--- src/rtl/in_val_collector.sv ---
// rtl/in_val_collector.sv - nibble-stream receiver that reassembles frames into a word; optional IN_VAL_COLLECTOR_PARITY_EN adds in_par odd-parity checking.
module in_val_collector #(
    parameter int NIBBLES = 4
) (
    input  logic                   clk,
    input  logic                   rst,
    input  logic [3:0]             in_nib,
    input  logic                   in_vld,
    input  logic                   in_first,
`ifdef IN_VAL_COLLECTOR_PARITY_EN
    input  logic                   in_par,
`endif
    input  logic                   out_rdy,
    output logic [4*NIBBLES-1:0]   out_val,
    output logic                   out_vld,
    output logic                   busy,
    output logic                   err
);

    localparam int WIDTH = 4 * NIBBLES;
    localparam int CW    = $clog2(NIBBLES + 1);
    localparam logic [CW-1:0] LAST = CW'(NIBBLES - 1);

    typedef enum logic [1:0] {IDLE = 2'd0, FILL = 2'd1, FULL = 2'd2} state_t;

    state_t           state_q, state_d;
    logic [CW-1:0]    cnt_q, cnt_d;
    logic [WIDTH-1:0] shadow_q, shadow_d;
    logic [WIDTH-1:0] out_val_q, out_val_d;
    logic             err_q, err_d;
    logic [WIDTH-1:0] ins;
    logic [WIDTH-1:0] first_word;
    logic             par_bad;

`ifdef IN_VAL_COLLECTOR_PARITY_EN
    assign par_bad = in_vld & ~(^{in_par, in_nib});
`else
    assign par_bad = 1'b0;
`endif

    // A restarted frame starts from a clean shadow so stale low slots never leak.
    assign first_word = {in_nib, {(WIDTH-4){1'b0}}};

    always_comb begin
        ins = shadow_q;
        for (int k = 0; k < NIBBLES; k++) begin
            if (cnt_q == CW'(k)) begin
                ins[WIDTH-1-4*k -: 4] = in_nib;
            end
        end
    end

    always_ff @(posedge clk or negedge rst) begin
        if (!rst) begin
            state_q   <= IDLE;
            cnt_q     <= '0;
            shadow_q  <= '0;
            out_val_q <= '0;
            err_q     <= 1'b0;
        end else begin
            state_q   <= state_d;
            cnt_q     <= cnt_d;
            shadow_q  <= shadow_d;
            out_val_q <= out_val_d;
            err_q     <= err_d;
        end
    end

    always_comb begin
        state_d   = state_q;
        cnt_d     = cnt_q;
        shadow_d  = shadow_q;
        out_val_d = out_val_q;
        err_d     = 1'b0;
        case (state_q)
            IDLE: begin
                if (in_vld) begin
                    if (par_bad) begin
                        shadow_d = '0;
                        err_d    = 1'b1;
                    end else if (in_first) begin
                        shadow_d = first_word;
                        cnt_d    = CW'(1);
                        state_d  = FILL;
                    end else begin
                        err_d = 1'b1;
                    end
                end
            end
            FILL: begin
                if (in_vld) begin
                    if (par_bad) begin
                        shadow_d = '0;
                        cnt_d    = '0;
                        err_d    = 1'b1;
                        state_d  = IDLE;
                    end else if (in_first) begin
                        shadow_d = first_word;
                        cnt_d    = CW'(1);
                        err_d    = 1'b1;
                    end else if (cnt_q == LAST) begin
                        shadow_d  = ins;
                        out_val_d = ins;
                        cnt_d     = '0;
                        state_d   = FULL;
                    end else begin
                        shadow_d = ins;
                        cnt_d    = cnt_q + CW'(1);
                    end
                end
            end
            FULL: begin
                if (out_rdy) begin
                    state_d = IDLE;
                    if (in_vld) begin
                        if (in_first && !par_bad) begin
                            shadow_d = first_word;
                            cnt_d    = CW'(1);
                            state_d  = FILL;
                        end else begin
                            err_d = 1'b1;
                        end
                    end
                end else if (in_vld) begin
                    err_d = 1'b1;
                end
            end
            default: begin
                state_d = IDLE;
                cnt_d   = '0;
            end
        endcase
    end

    always_comb begin
        out_val = out_val_q;
        out_vld = (state_q == FULL);
        busy    = (state_q == FILL);
        err     = err_q;
    end

endmodule

--- config.mk ---
export PLATFORM = sky130hd
export DESIGN_NAME = in_val_collector
export DESIGN_NICKNAME = d
export VERILOG_FILES = /design/src/rtl/in_val_collector.sv
export SDC_FILE = /design/constraint.sdc
export NUM_CORES = 1
export LEC_CHECK = 0
export ABC_AREA = 1
export CORE_MARGIN = 8
export CORE_UTILIZATION = 40
export CTS_CLUSTER_DIAMETER = 200
export DETAILED_ROUTE_END_ITERATION = 12
export HOLD_SLACK_MARGIN = 0.08
export PLACE_DENSITY_LB_ADDON = 0.12
export SLEW_MARGIN = 25
export SYNTH_ARGS = -nofsm -noshare
export SYNTH_HDL_FRONTEND = slang
export SYNTH_SLANG_ARGS = --single-unit
--- constraint.sdc ---
create_clock -name clk -period 1.45 [get_ports clk]
set_clock_uncertainty 0.2 [all_clocks]
set_input_delay 0.29 -clock clk [delete_from_list [all_inputs] [get_ports clk]]
set_output_delay 0.29 -clock clk [all_outputs]
set_load 0.01 [all_outputs]
==> metrics.md, run 1 <==
| Metric | Value |
|---|---|
| Final worst-path cycle share | `112%` |
| Net switching power | `2.03 mW` |
| Status | `complete, but fails checks` |
| Clock-pin slew on the worst setup and hold paths | `0.08 ns` |
| Layout cells sized above 1 | `33.5%` |
| Leading cell types in the layout, fill and taps excluded | `93 x nand2_1, 37 x dfrtp_1, 24 x buf_4` |
| Final hold vios | `0` |
| CTS Buf Count | `5` |
| Vias | `1,907` |
| Routability cong. | `between 0.8 and 0.9` |
| Chip height | `85.3 um` |
| TNS Setup | `-5.65 ns` |
| Worst-Skew Late Latency | `roughly 0.29 ns` |
| H-tree levels | `2` |
| Peak Freq | `613 MHz` |
| CP cell instances | `buf_6, nand2_4, buf_6, nor2_4, buf_6, clkbuf_16, nand3_2, nand2_1, nand2_1, nand2_1` |
| RSZ-0062 raised after global routing | `yes` |
| Most common cell after layout, fill and taps aside | `nand2_1` |
| Vias in the first global route | `1,754` |
| Total GRT Usage | `about 14%` |
| Syn_area_per_cell | `roughly 7.6 sq um` |
| Post-synthesis instance total | `254` |
| Post-synthesis register bit count | `38` |
| CP required | `1.48 ns` |
| Area Growth Syn to Fin | `58.1%` |
| CP max-delay cell | `dfrtp_2` |
| Port Buffers | `27` |
| Core Util, Final | `about 65%` |
| Die width | `approximately 85 um` |
| Seq pwr share | `between 30% and 40%` |
| First-pass GRT wire length | `8.09 mm` |
| Post-route ant nets | `0` |
| DR iter-0 viols | `about 110` |
| Max cap viols | `0` |
| Slew HR | `70.8%` |
| Total Wirelength | `5.49 mm` |
| DPL Wire Length | `3.27 mm` |
| Worst min path class | `in -> async` |
| Initial antenna violation count | `0` |
| Leakage power | `1.51 nW` |
| CTS max path bufs | `2` |
| Worst Path Arrival | `between 1.5 and 2 ns` |
| Yosys warnings | `0` |
| Drt wl/cell | `14.5 um` |
| Failing checks | `setup timing` |
| Cell area after synthesis | `1920 sq um` |
| N_diodes | `0` |
| Post-layout nets | `337` |
| Core footprint | `4660 sq um` |
| Crit-path max FO | `5` |
| Setup violators final | `39` |
| Clock share of power | `about 15%` |
| Final Worst Setup Slack | `-0.181 ns` |
| Worst slack, placed | `-0.360 ns` |
| Initial core utilization | `41.2%` |
| Final min period | `1.63 ns` |
| Largest net degree at the start of global routing | `22` |
| Post-Syn Nets | `between 200 and 300` |
| Fillcell total | `376` |
| CTS root buf | `clkbuf_8` |
| Total internal power | `3.19 mW` |
| Power per cell area | `roughly 1700 nW/um^2` |
| Worst setup path class | `reg -> reg` |
| Num rows | `25` |
| Slew Limit Fails | `0` |
| Crit start category | `flop` |
| Logic gate share of total power | `54.2%` |
| CTS tree | `built` |
| IO Count | `28` |
| Count of distinct cell types in the synthesized netlist | `19` |
| Die Area | `approximately 7300 sq um` |
| Initial DRT Pass Iterations | `4` |
| Grt total ovfl | `0` |
| DRC | `0` |
| Max incr delay on CP | `between 0.4 and 0.5 ns` |
| Crit end category | `flop` |
| Sw frac | `38.9%` |
| Slew @ Worst Pin | `approximately 0.44 ns` |
| Maximum VDD drop | `0.833 mV` |
| Tot Pwr | `around 5.2 mW` |
| Sink Count | `38` |
| Hold Slack | `0.267 ns` |
| Via/cell ratio | `roughly 5.0` |
| Register area share after synthesis | `between 40% and 50%` |
cell families after synthesis:
family	share of synthesized area [%]
simple gates	31.9
compound gates	8.87
buf+inv	7.04
flops	49.5
fa+ha+maj	2.61
stage by stage:
stage          cell area [sq um]  instances
3_3_place_gp                2460        353
2_1_floorplan               1920        254
3_5_place_dp                2460        353
6_report                    3030        379
4_1_cts                     2670        367
5_1_grt                     3030        379
state kept, by name, summed over array words and instances (netlist names):
name / flops
out_val: 16
err: 1
shadow_q: 16
state_q: 2
cnt_q: 3
power by group through the flow:
stage                     Clock [mW]  Combinational, mW  Sequential [mW]
after floorplan                    0               1.01             1.73
after global placement             0               2.16             1.63
after detailed placement           0               2.17             1.63
after CTS                      0.785               2.22             1.61
after global routing           0.831               3.09             1.67
final                          0.762               2.83             1.63
Yosys cell counts, drive strengths merged:
cell,count,area share (%)
nor2,6,1.7
a21oi,4,1.0
o21ai,30,7.8
nand4,1,0.33
nand2,117,23
buf,9,3.1
nand3,25,6.8
ha,4,2.6
inv,19,3.7
clkinv,1,0.20
dfrtp,38,50
repair_timing:
item	in CTS	in global routing
cloned	2	4
hold buffers	1	0
pin swaps	3	25
buffers inserted	3	9
hold endpoints to repair	32	0
gates resized for setup	50	77
endpoints found under the setup margin	54	41
path summary, 6_finish.rpt:
check / start / endpoint / slack, ns / cells after the start
worst max-delay path: state_q[0] / shadow_q[12] / -0.18 / 10
worst min-delay path: rst / out_val[6] / 0.27 / 2
worst max register to register: state_q[0] / shadow_q[12] / -0.18 / 10
worst min register to register: out_val[2] / out_val[2] / 0.27 / 2
max in group asynchronous: rst / shadow_q[2] / 0.32 / 3
min in group clk: out_val[2] / out_val[2] / 0.27 / 2
layer usage:
layer	up-vias	wire [um]	GRT usage, %	part of all wire, %
li1	949	-	-	-
met1	899	2470	17.4	45
met2	46	2610	21.9	48
met3	13	257	3.67	4.7
met4	0	151	7.48	2.8
met5	-	0	0	0
worst max-delay path: cells and delay by family (launching register included):
kind          cells  cell delay, ns
buf+inv           4            0.50
simple gates      6            0.45
flops             1            0.41
area by class of cell:
| class | count | area, sq um | area share [%] |
|---|---|---|---|
| multi-input cells | 187 | 1030 | 34.0 |
| flip-flops and latches | 38 | 952 | 31.4 |
| repair buffers | 72 | 797 | 26.3 |
| inverters | 20 | 95.1 | 3.13 |
| clock buffers | 7 | 86.3 | 2.85 |
| well taps | 54 | 67.6 | 2.23 |
| clock inverters | 1 | 5.00 | 0.165 |
Power figures use the tool's default switching activity.
==> run 2: changes to the inputs <==
clock period = 1.95 ns   (was 1.45 ns; I/O delays follow)
==> run 2 against run 1 <==
Against the previous run:
- the run now ends clean
- combinational power down 49%
- worst hold slack gained 0.013 ns
- first-iteration DRC count shrank 30%
- count of clock-buffer cells in the layout is 1 lower
- non-clock buffer count down 30
- critical path type is now reg -> out
- largest power group unchanged
- highest routed layer unchanged
==> metrics.md, run 2 (synthesis results as in run 1) <==
| Metric | Value |
|---|---|
| Status | `finished, final reports clean (was complete, but fails checks)` |
| Hold Slack | `0.280 ns (was 0.267 ns)` |
| Die width | `85.3 um (unchanged)` |
| Num rows | `25 (unchanged)` |
| Vias | `1,719 (was 1,907)` |
| Leading cell types in the layout, fill and taps excluded | `115 x nand2_1, 37 x dfrtp_1, 24 x nand3_1, 24 x clkdlybuf4s50_1, 17 x o21ai_1 (was 93 x nand2_1, 37 x dfrtp_1, 24 x buf_4)` |
| Multi-input gate area | `833 sq um (was 1030 sq um)` |
| Most common cell after layout, fill and taps aside | `nand2_1 (unchanged)` |
| CTS max path bufs | `2 (unchanged)` |
| Worst min path class | `reg -> reg (was in -> async)` |
| CTS tree | `built (unchanged)` |
| Met3 usage | `3.47% (was 3.67%)` |
| Max incr delay on CP | `0.54 ns (was 0.41 ns)` |
| Sw frac | `37.9% (was 38.9%)` |
| Initial DRT Pass Iterations | `4 (unchanged)` |
| Core footprint | `4660 sq um (unchanged)` |
| TNS Setup | `0 ns (was -5.65 ns)` |
| Total Wirelength | `4.39 mm (was 5.49 mm)` |
| Post-layout nets | `307 (was 337)` |
| Buf+Inv Stages, Crit Path | `1 (was 4)` |
| Chip height | `85.3 um (unchanged)` |
| Crit start category | `flop (unchanged)` |
| Net switching power | `1.21 mW (was 2.03 mW)` |
| N_diodes | `0 (unchanged)` |
| Die Area | `7270 sq um (unchanged)` |
| Drt wl/cell | `12.6 um (was 14.5 um)` |
| Crit-path max FO | `2 (was 5)` |
| DRC | `0 (unchanged)` |
| Vias in the first global route | `1,640 (was 1,754)` |
| Maximum VDD drop | `0.602 mV (was 0.833 mV)` |
| RSZ-0062 raised after global routing | `no (was yes)` |
| Max cap viols | `0 (unchanged)` |
| Routability cong. | `0.871 (was 0.847)` |
| Initial antenna violation count | `0 (unchanged)` |
| Layout cells sized above 1 | `10.8% (was 33.5%)` |
| Initial core utilization | `41.2% (unchanged)` |
| IO Count | `28 (unchanged)` |
| Seq pwr share | `37.8% (was 31.2%)` |
| DR iter-0 viols | `75 (was 107)` |
| Slew HR | `76.0% (was 70.8%)` |
| Largest net degree at the start of global routing | `30 (was 22)` |
| Logic gate share of total power | `44.7% (was 54.2%)` |
| First-pass GRT wire length | `7.54 mm (was 8.09 mm)` |
| Peak Freq | `562 MHz` |
| Area Growth Syn to Fin | `25.7% (was 58.1%)` |
| CP required | `1.36 ns (was 1.48 ns)` |
| Setup violators final | `0 (was 39)` |
| Clock-pin slew on the worst setup and hold paths | `0.08 ns (about the same)` |
| Worst Path Arrival | `1.19 ns (was 1.66 ns)` |
| Crit path max-delay family | `buffers and inverters (unchanged)` |
| Sink Count | `38 (unchanged)` |
| Final hold vios | `0 (unchanged)` |
| Leakage power | `1.20 nW (was 1.51 nW)` |
| Design Area, Final | `2410 sq um (was 3030 sq um)` |
| Fillcell total | `474 (was 376)` |
| Total GRT Usage | `12.9% (was 14.1%)` |
| CTS Buf Count | `5 (unchanged)` |
| Post-route ant nets | `0 (unchanged)` |
| Worst setup path class | `reg -> out (was reg -> reg)` |
| Final worst-path cycle share | `91.3%` |
| Met2 usage | `19.8% (was 21.9%)` |
| Tot Pwr | `3.20 mW (was 5.22 mW)` |
| Crit end category | `output pin (was flop)` |
| Top Usage Layer GRT | `met2 (unchanged)` |
| CTS root buf | `clkbuf_8 (unchanged)` |
| Power per cell area | `1320 nW/um^2 (was 1720 nW/um^2)` |
| Core Util, Final | `51.8% (was 65.1%)` |
| Total internal power | `1.99 mW (was 3.19 mW)` |
| Clock share of power | `17.5% (was 14.6%)` |
| Port Buffers | `27 (unchanged)` |
| Area after DPL | `2300 sq um (was 2460 sq um)` |
| Worst-Skew Late Latency | `0.29 ns (about the same)` |
| H-tree levels | `2 (unchanged)` |
| CP cell instances | `clkdlybuf4s50_1 (was buf_6, nand2_4, buf_6, nor2_4, buf_6, clkbuf_16, nand3_2, nand2_1, nand2_1, nand2_1)` |
| Grt total ovfl | `0 (unchanged)` |
| Via/cell ratio | `4.93 (was 5.03)` |
| Sequential cell area | `952 sq um (unchanged)` |
| Final min period | `1.78 ns` |
| Slew Limit Fails | `0 (unchanged)` |
| Slew @ Worst Pin | `0.360 ns (was 0.439 ns)` |
| Met1 Use GR | `16.9% (was 17.4%)` |
| DPL Wire Length | `3.21 mm (was 3.27 mm)` |
| CP max-delay cell | `clkdlybuf4s50_1 (was dfrtp_2)` |
## run 2: cell count changes in the layout (fill, tap and decap cells not counted), sizes merged
cell,before,now
clkdlybuf4s15,17,0
clkdlybuf4s50,6,24
buf,42,15
clkinvlp,0,1
clkbuf,10,6
bufbuf,1,0
## run 2: area by class of cell
class / instances / area share [%]
multi-input combinational: 187 / 34.5
inverter: 20 / 3.11
timing repair buffer: 42 / 16.2
sequential: 38 / 39.5
clock buffer: 6 / 3.42
tap: 54 / 2.80
clock inverter: 2 / 0.518
## run 2: path summary, 6_finish.rpt
path | start | slack, ns | cells after the start | endpoint
setup reg to reg | cnt_q[0] | 0.34 | 8 | out_val[9]
min in group asynchronous | rst | 0.34 | 2 | out_val[6]
hold reg to reg | shadow_q[14] | 0.28 | 2 | shadow_q[14]
max in group asynchronous | rst | 0.70 | 3 | shadow_q[10]
hold / removal | shadow_q[14] | 0.28 | 2 | shadow_q[14]
setup / recovery | out_val[2] | 0.17 | 1 | out_val[2]
## run 2: power groups by stage
stage                     clock network, mW  registers (mW)  logic (mW)
after floorplan                           0            1.28       0.753
after global placement                    0            1.23        1.43
after detailed placement                  0            1.22        1.45
after CTS                             0.580            1.21        1.45
after global routing                  0.607            1.25        1.62
final                                 0.559            1.21        1.43
## run 2: timing repair
| action | CTS | global route |
|---|---|---|
| endpoints found under the hold margin | 13 | 0 |
| endpoints found under the setup margin | 2 | 0 |
| buffers inserted | 1 | 0 |
| gates resized for setup | 4 | 0 |
| hold buffers | 1 | 0 |
## run 2: per-stage QoR
step                std cells  setup slack [ns]
floorplan                 254             0.491
global placement          339            0.0262
detailed placement        339           0.00227
CTS                       349             0.148
global route              349            0.0841
finish                    349             0.170
## run 2: worst reg2reg max path, stage by stage, from the launching register on
cell and delay (ns):
dfrtp_1 0.41, ha_1 0.19, inv_1 0.05, nor2_1 0.12
nor2_1 0.08, nor2_2 0.13, buf_4 0.20, nand3_1 0.10
nand2_1 0.07
## run 2: layer usage
metal	vias to the layer above	part of all wire [%]
met5	-	0
met4	0	2.0
met3	8	5.2
met2	37	44
met1	792	49
li1	882	-
==> run 3: changes to the inputs <==
PLACE_DENSITY = 0.67   (was default)
PLACE_DENSITY_LB_ADDON = default   (was 0.12)
clock period = 1.5 ns   (was 1.95 ns; I/O delays follow)
==> run 3 against run 2 <==
Against the previous run:
- the flow now finishes with violations (setup timing)
- global-route usage rose by 3.4 points
- final cell count rose by 8.9%
- total power rose by 68%
- count of clock-buffer cells in the layout rose by 1
- die area did not move
- sequential power rose by 32%
- flip-flop and latch count did not move
- combinational power rose by 110%
- setup slack got worse by 0.36 ns
- worst hold slack got worse by 0.086 ns
- final area rose by 34%
- clock power rose by 35%
- highest routed layer unchanged
==> metrics.md, run 3 (synthesis results as in run 1) <==
| Metric | Value |
|---|---|
| Status | `complete, but fails checks (was finished, final reports clean)` |
| Failing checks | `setup timing` |
| Most common cell after layout, fill and taps aside | `nand2_1 (unchanged)` |
| Final hold vios | `0 (unchanged)` |
| Routability cong. | `0.831 (was 0.871)` |
| Worst min path class | `in -> reg (was reg -> reg)` |
| Grt total ovfl | `0 (unchanged)` |
| Hold_sp | `in_vld (was shadow_q[14])` |
| Setup violators final | `39 (was 0)` |
| Via/cell ratio | `5.41 (was 4.93)` |
| Power per cell area | `1660 nW/um^2 (was 1320 nW/um^2)` |
| DPL Wire Length | `3.14 mm (was 3.21 mm)` |
| Initial core utilization | `41.2% (unchanged)` |
| Maximum VDD drop | `0.797 mV (was 0.602 mV)` |
| Initial antenna violation count | `0 (unchanged)` |
| Area after DPL | `2420 sq um (was 2300 sq um)` |
| Clock share of power | `14.1% (was 17.5%)` |
| Hold path cells | `3 (was 2)` |
| Final worst-path cycle share | `112%` |
| Max cap viols | `0 (unchanged)` |
| Worst slack, placed | `-0.365 ns (was 0.00227 ns)` |
| Slew Limit Fails | `0 (unchanged)` |
| Worst hold endpoint | `err (was shadow_q[14])` |
| Leakage power | `1.56 nW (was 1.20 nW)` |
| Slew HR | `79.7% (was 76.0%)` |
| CTS root buf | `clkbuf_8 (unchanged)` |
| Max incr delay on CP | `0.43 ns (was 0.54 ns)` |
| Sw frac | `41.1% (was 37.9%)` |
| Fillcell total | `302 (was 474)` |
| Reg2Reg Launch Point | `cnt_q[0] (unchanged)` |
| Crit start category | `flop (unchanged)` |
| Vias | `2,054 (was 1,719)` |
| CTS tree | `built (unchanged)` |
| N_diodes | `0 (unchanged)` |
| Die width | `85.3 um (unchanged)` |
| Worst-Skew Late Latency | `0.30 ns (was 0.29 ns)` |
| Net switching power | `2.21 mW (was 1.21 mW)` |
| RSZ-0062 raised after global routing | `yes (was no)` |
| Num rows | `25 (unchanged)` |
| Clock-pin slew on the worst setup and hold paths | `0.08 ns (about the same)` |
| FF-to-FF path depth | `8 (unchanged)` |
| Hold Slack | `0.194 ns (was 0.280 ns)` |
| IO Count | `28 (unchanged)` |
| Crit-path max FO | `6 (was 2)` |
| CTS Buf Count | `5 (unchanged)` |
| Design Area, Final | `3230 sq um (was 2410 sq um)` |
| Slew @ Worst Pin | `0.304 ns (was 0.360 ns)` |
| Leading cell types in the layout, fill and taps excluded | `73 x nand2_1, 39 x nand2_2, 37 x dfrtp_1 (was 115 x nand2_1, 37 x dfrtp_1, 24 x nand3_1, 24 x clkdlybuf4s50_1, 17 x o21ai_1)` |
| Worst Path Arrival | `1.72 ns (was 1.19 ns)` |
| Layout cells sized above 1 | `45.7% (was 10.8%)` |
| Buf+Inv Stages, Crit Path | `2 (was 1)` |
| CP max-delay cell | `dfrtp_1 (was clkdlybuf4s50_1)` |
| Post-route ant nets | `0 (unchanged)` |
| Total internal power | `3.16 mW (was 1.99 mW)` |
| CP required | `1.54 ns (was 1.36 ns)` |
| First-pass GRT wire length | `9.54 mm (was 7.54 mm)` |
| Sink Count | `38 (unchanged)` |
| Core footprint | `4660 sq um (unchanged)` |
| Drt wl/cell | `16.5 um (was 12.6 um)` |
| Crit path max-delay family | `simple AND/OR/NAND/NOR gates (was buffers and inverters)` |
| Chip height | `85.3 um (unchanged)` |
| FF-to-FF End | `out_val[1] (was out_val[9])` |
| Post-layout nets | `338 (was 307)` |
| Die Area | `7270 sq um (unchanged)` |
| Worst setup path class | `reg -> reg (was reg -> out)` |
| Peak Freq | `slightly below 600 MHz` |
| Most used cell, CP | `nor2_4` |
| DR iter-0 viols | `119 (was 75)` |
| Vias in the first global route | `1,995 (was 1,640)` |
| Final min period | `between 1.5 and 2 ns` |
| Initial DRT Pass Iterations | `4 (unchanged)` |
| CP cell instances | `ha_2, inv_2, nor2_4, nor2_4, nor2_4, buf_6, nand3_2, nand2_1 (was clkdlybuf4s50_1)` |
| Port Buffers | `27 (unchanged)` |
| CTS max path bufs | `2 (unchanged)` |
| Logic gate share of total power | `56.2% (was 44.7%)` |
| DRC | `0 (unchanged)` |
| Total GRT Usage | `16.3% (was 12.9%)` |
| Tot Pwr | `5.37 mW (was 3.20 mW)` |
| Final Worst Setup Slack | `-0.187 ns (was 0.170 ns)` |
| Largest net degree at the start of global routing | `39 (was 30)` |
| Seq pwr share | `29.7% (was 37.8%)` |
| Area Growth Syn to Fin | `68.3% (was 25.7%)` |
| H-tree levels | `2 (unchanged)` |
| R2r setup slk | `-0.19 ns (was 0.34 ns)` |
| Crit end category | `flop (was output pin)` |
| Total Wirelength | `6.26 mm (was 4.39 mm)` |
==> run 3: cell count changes in the layout (fill, tap and decap cells not counted), sizes merged <==
cell and delta:
clkdlybuf4s50 -19, buf +30, clkbuf +3, clkinvlp -1, dlygate4sd2 +12, dlymetal6s2s +1
clkdlybuf4s15 +5
==> run 3: tightest hold or removal path, cell delays in order <==
cell	delay (ns)
dlymetal6s2s_1	0.21
nand2_1	0.11
a21oi_1	0.04
==> run 3: power by group through the flow <==
stage               Clock [mW]  Combinational, mW  Sequential, mW
detailed placement           0               2.02            1.58
global placement             0               1.98            1.57
CTS                      0.758               2.55            1.56
floorplan                    0              0.979            1.67
finish                   0.756               3.02            1.60
global route             0.808               3.23            1.64
==> run 3: per-layer routing <==
layer,vias to the layer above,routed length [um],global-route usage [%]
li1,950,-,-
met1,999,2600,19.9
met2,82,3070,26.8
met3,23,369,3.96
met4,0,218,7.17
met5,-,0,0
==> run 3: area by class of cell <==
type	instances	area (sq um)	share of cell area, %
multi-input cells	187	1200	37.0
flip-flops and latches	38	952	29.5
repair buffers	73	833	25.8
inverters	20	88.8	2.75
clock buffers	7	86.3	2.67
well taps	54	67.6	2.09
clock inverters	1	5.00	0.155
==> run 3: how the worst max path moves through the flow <==
| stage | from | endpoint | slack, ns | cells past startpoint |
|---|---|---|---|---|
| finish | cnt_q[0] | out_val[1] | -0.19 | 8 |
| global route | cnt_q[0] | out_val[1] | -0.23 | 8 |
| CTS | state_q[0] | out_vld | -0.13 | 2 |
| detailed placement | in_first | shadow_q[13] | -0.36 | 8 |
| global placement | in_vld | out_val[1] | -0.31 | 8 |
| floorplan | cnt_q[0] | out_val[0] | 0.04 | 8 |
==> run 3: what timing repair did <==
action | in CTS | in global routing
setup endpoints to repair | 54 | 41
endpoints found under the hold margin | 38 | 0
setup buffers | 10 | 7
pin swaps | 24 | 17
cloned | 4 | 2
gates resized for setup | 109 | 59
hold buffers | 1 | 0
==> run 3: through the flow <==
stage	instances	setup TNS [ns]	utilization (%)
2_1_floorplan	254	0	-
3_3_place_gp	348	-10.70	51.9
3_5_place_dp	348	-11.78	51.9
4_1_cts	371	-2.24	62.9
5_1_grt	380	-6.94	69.3
6_report	380	-5.83	69.3
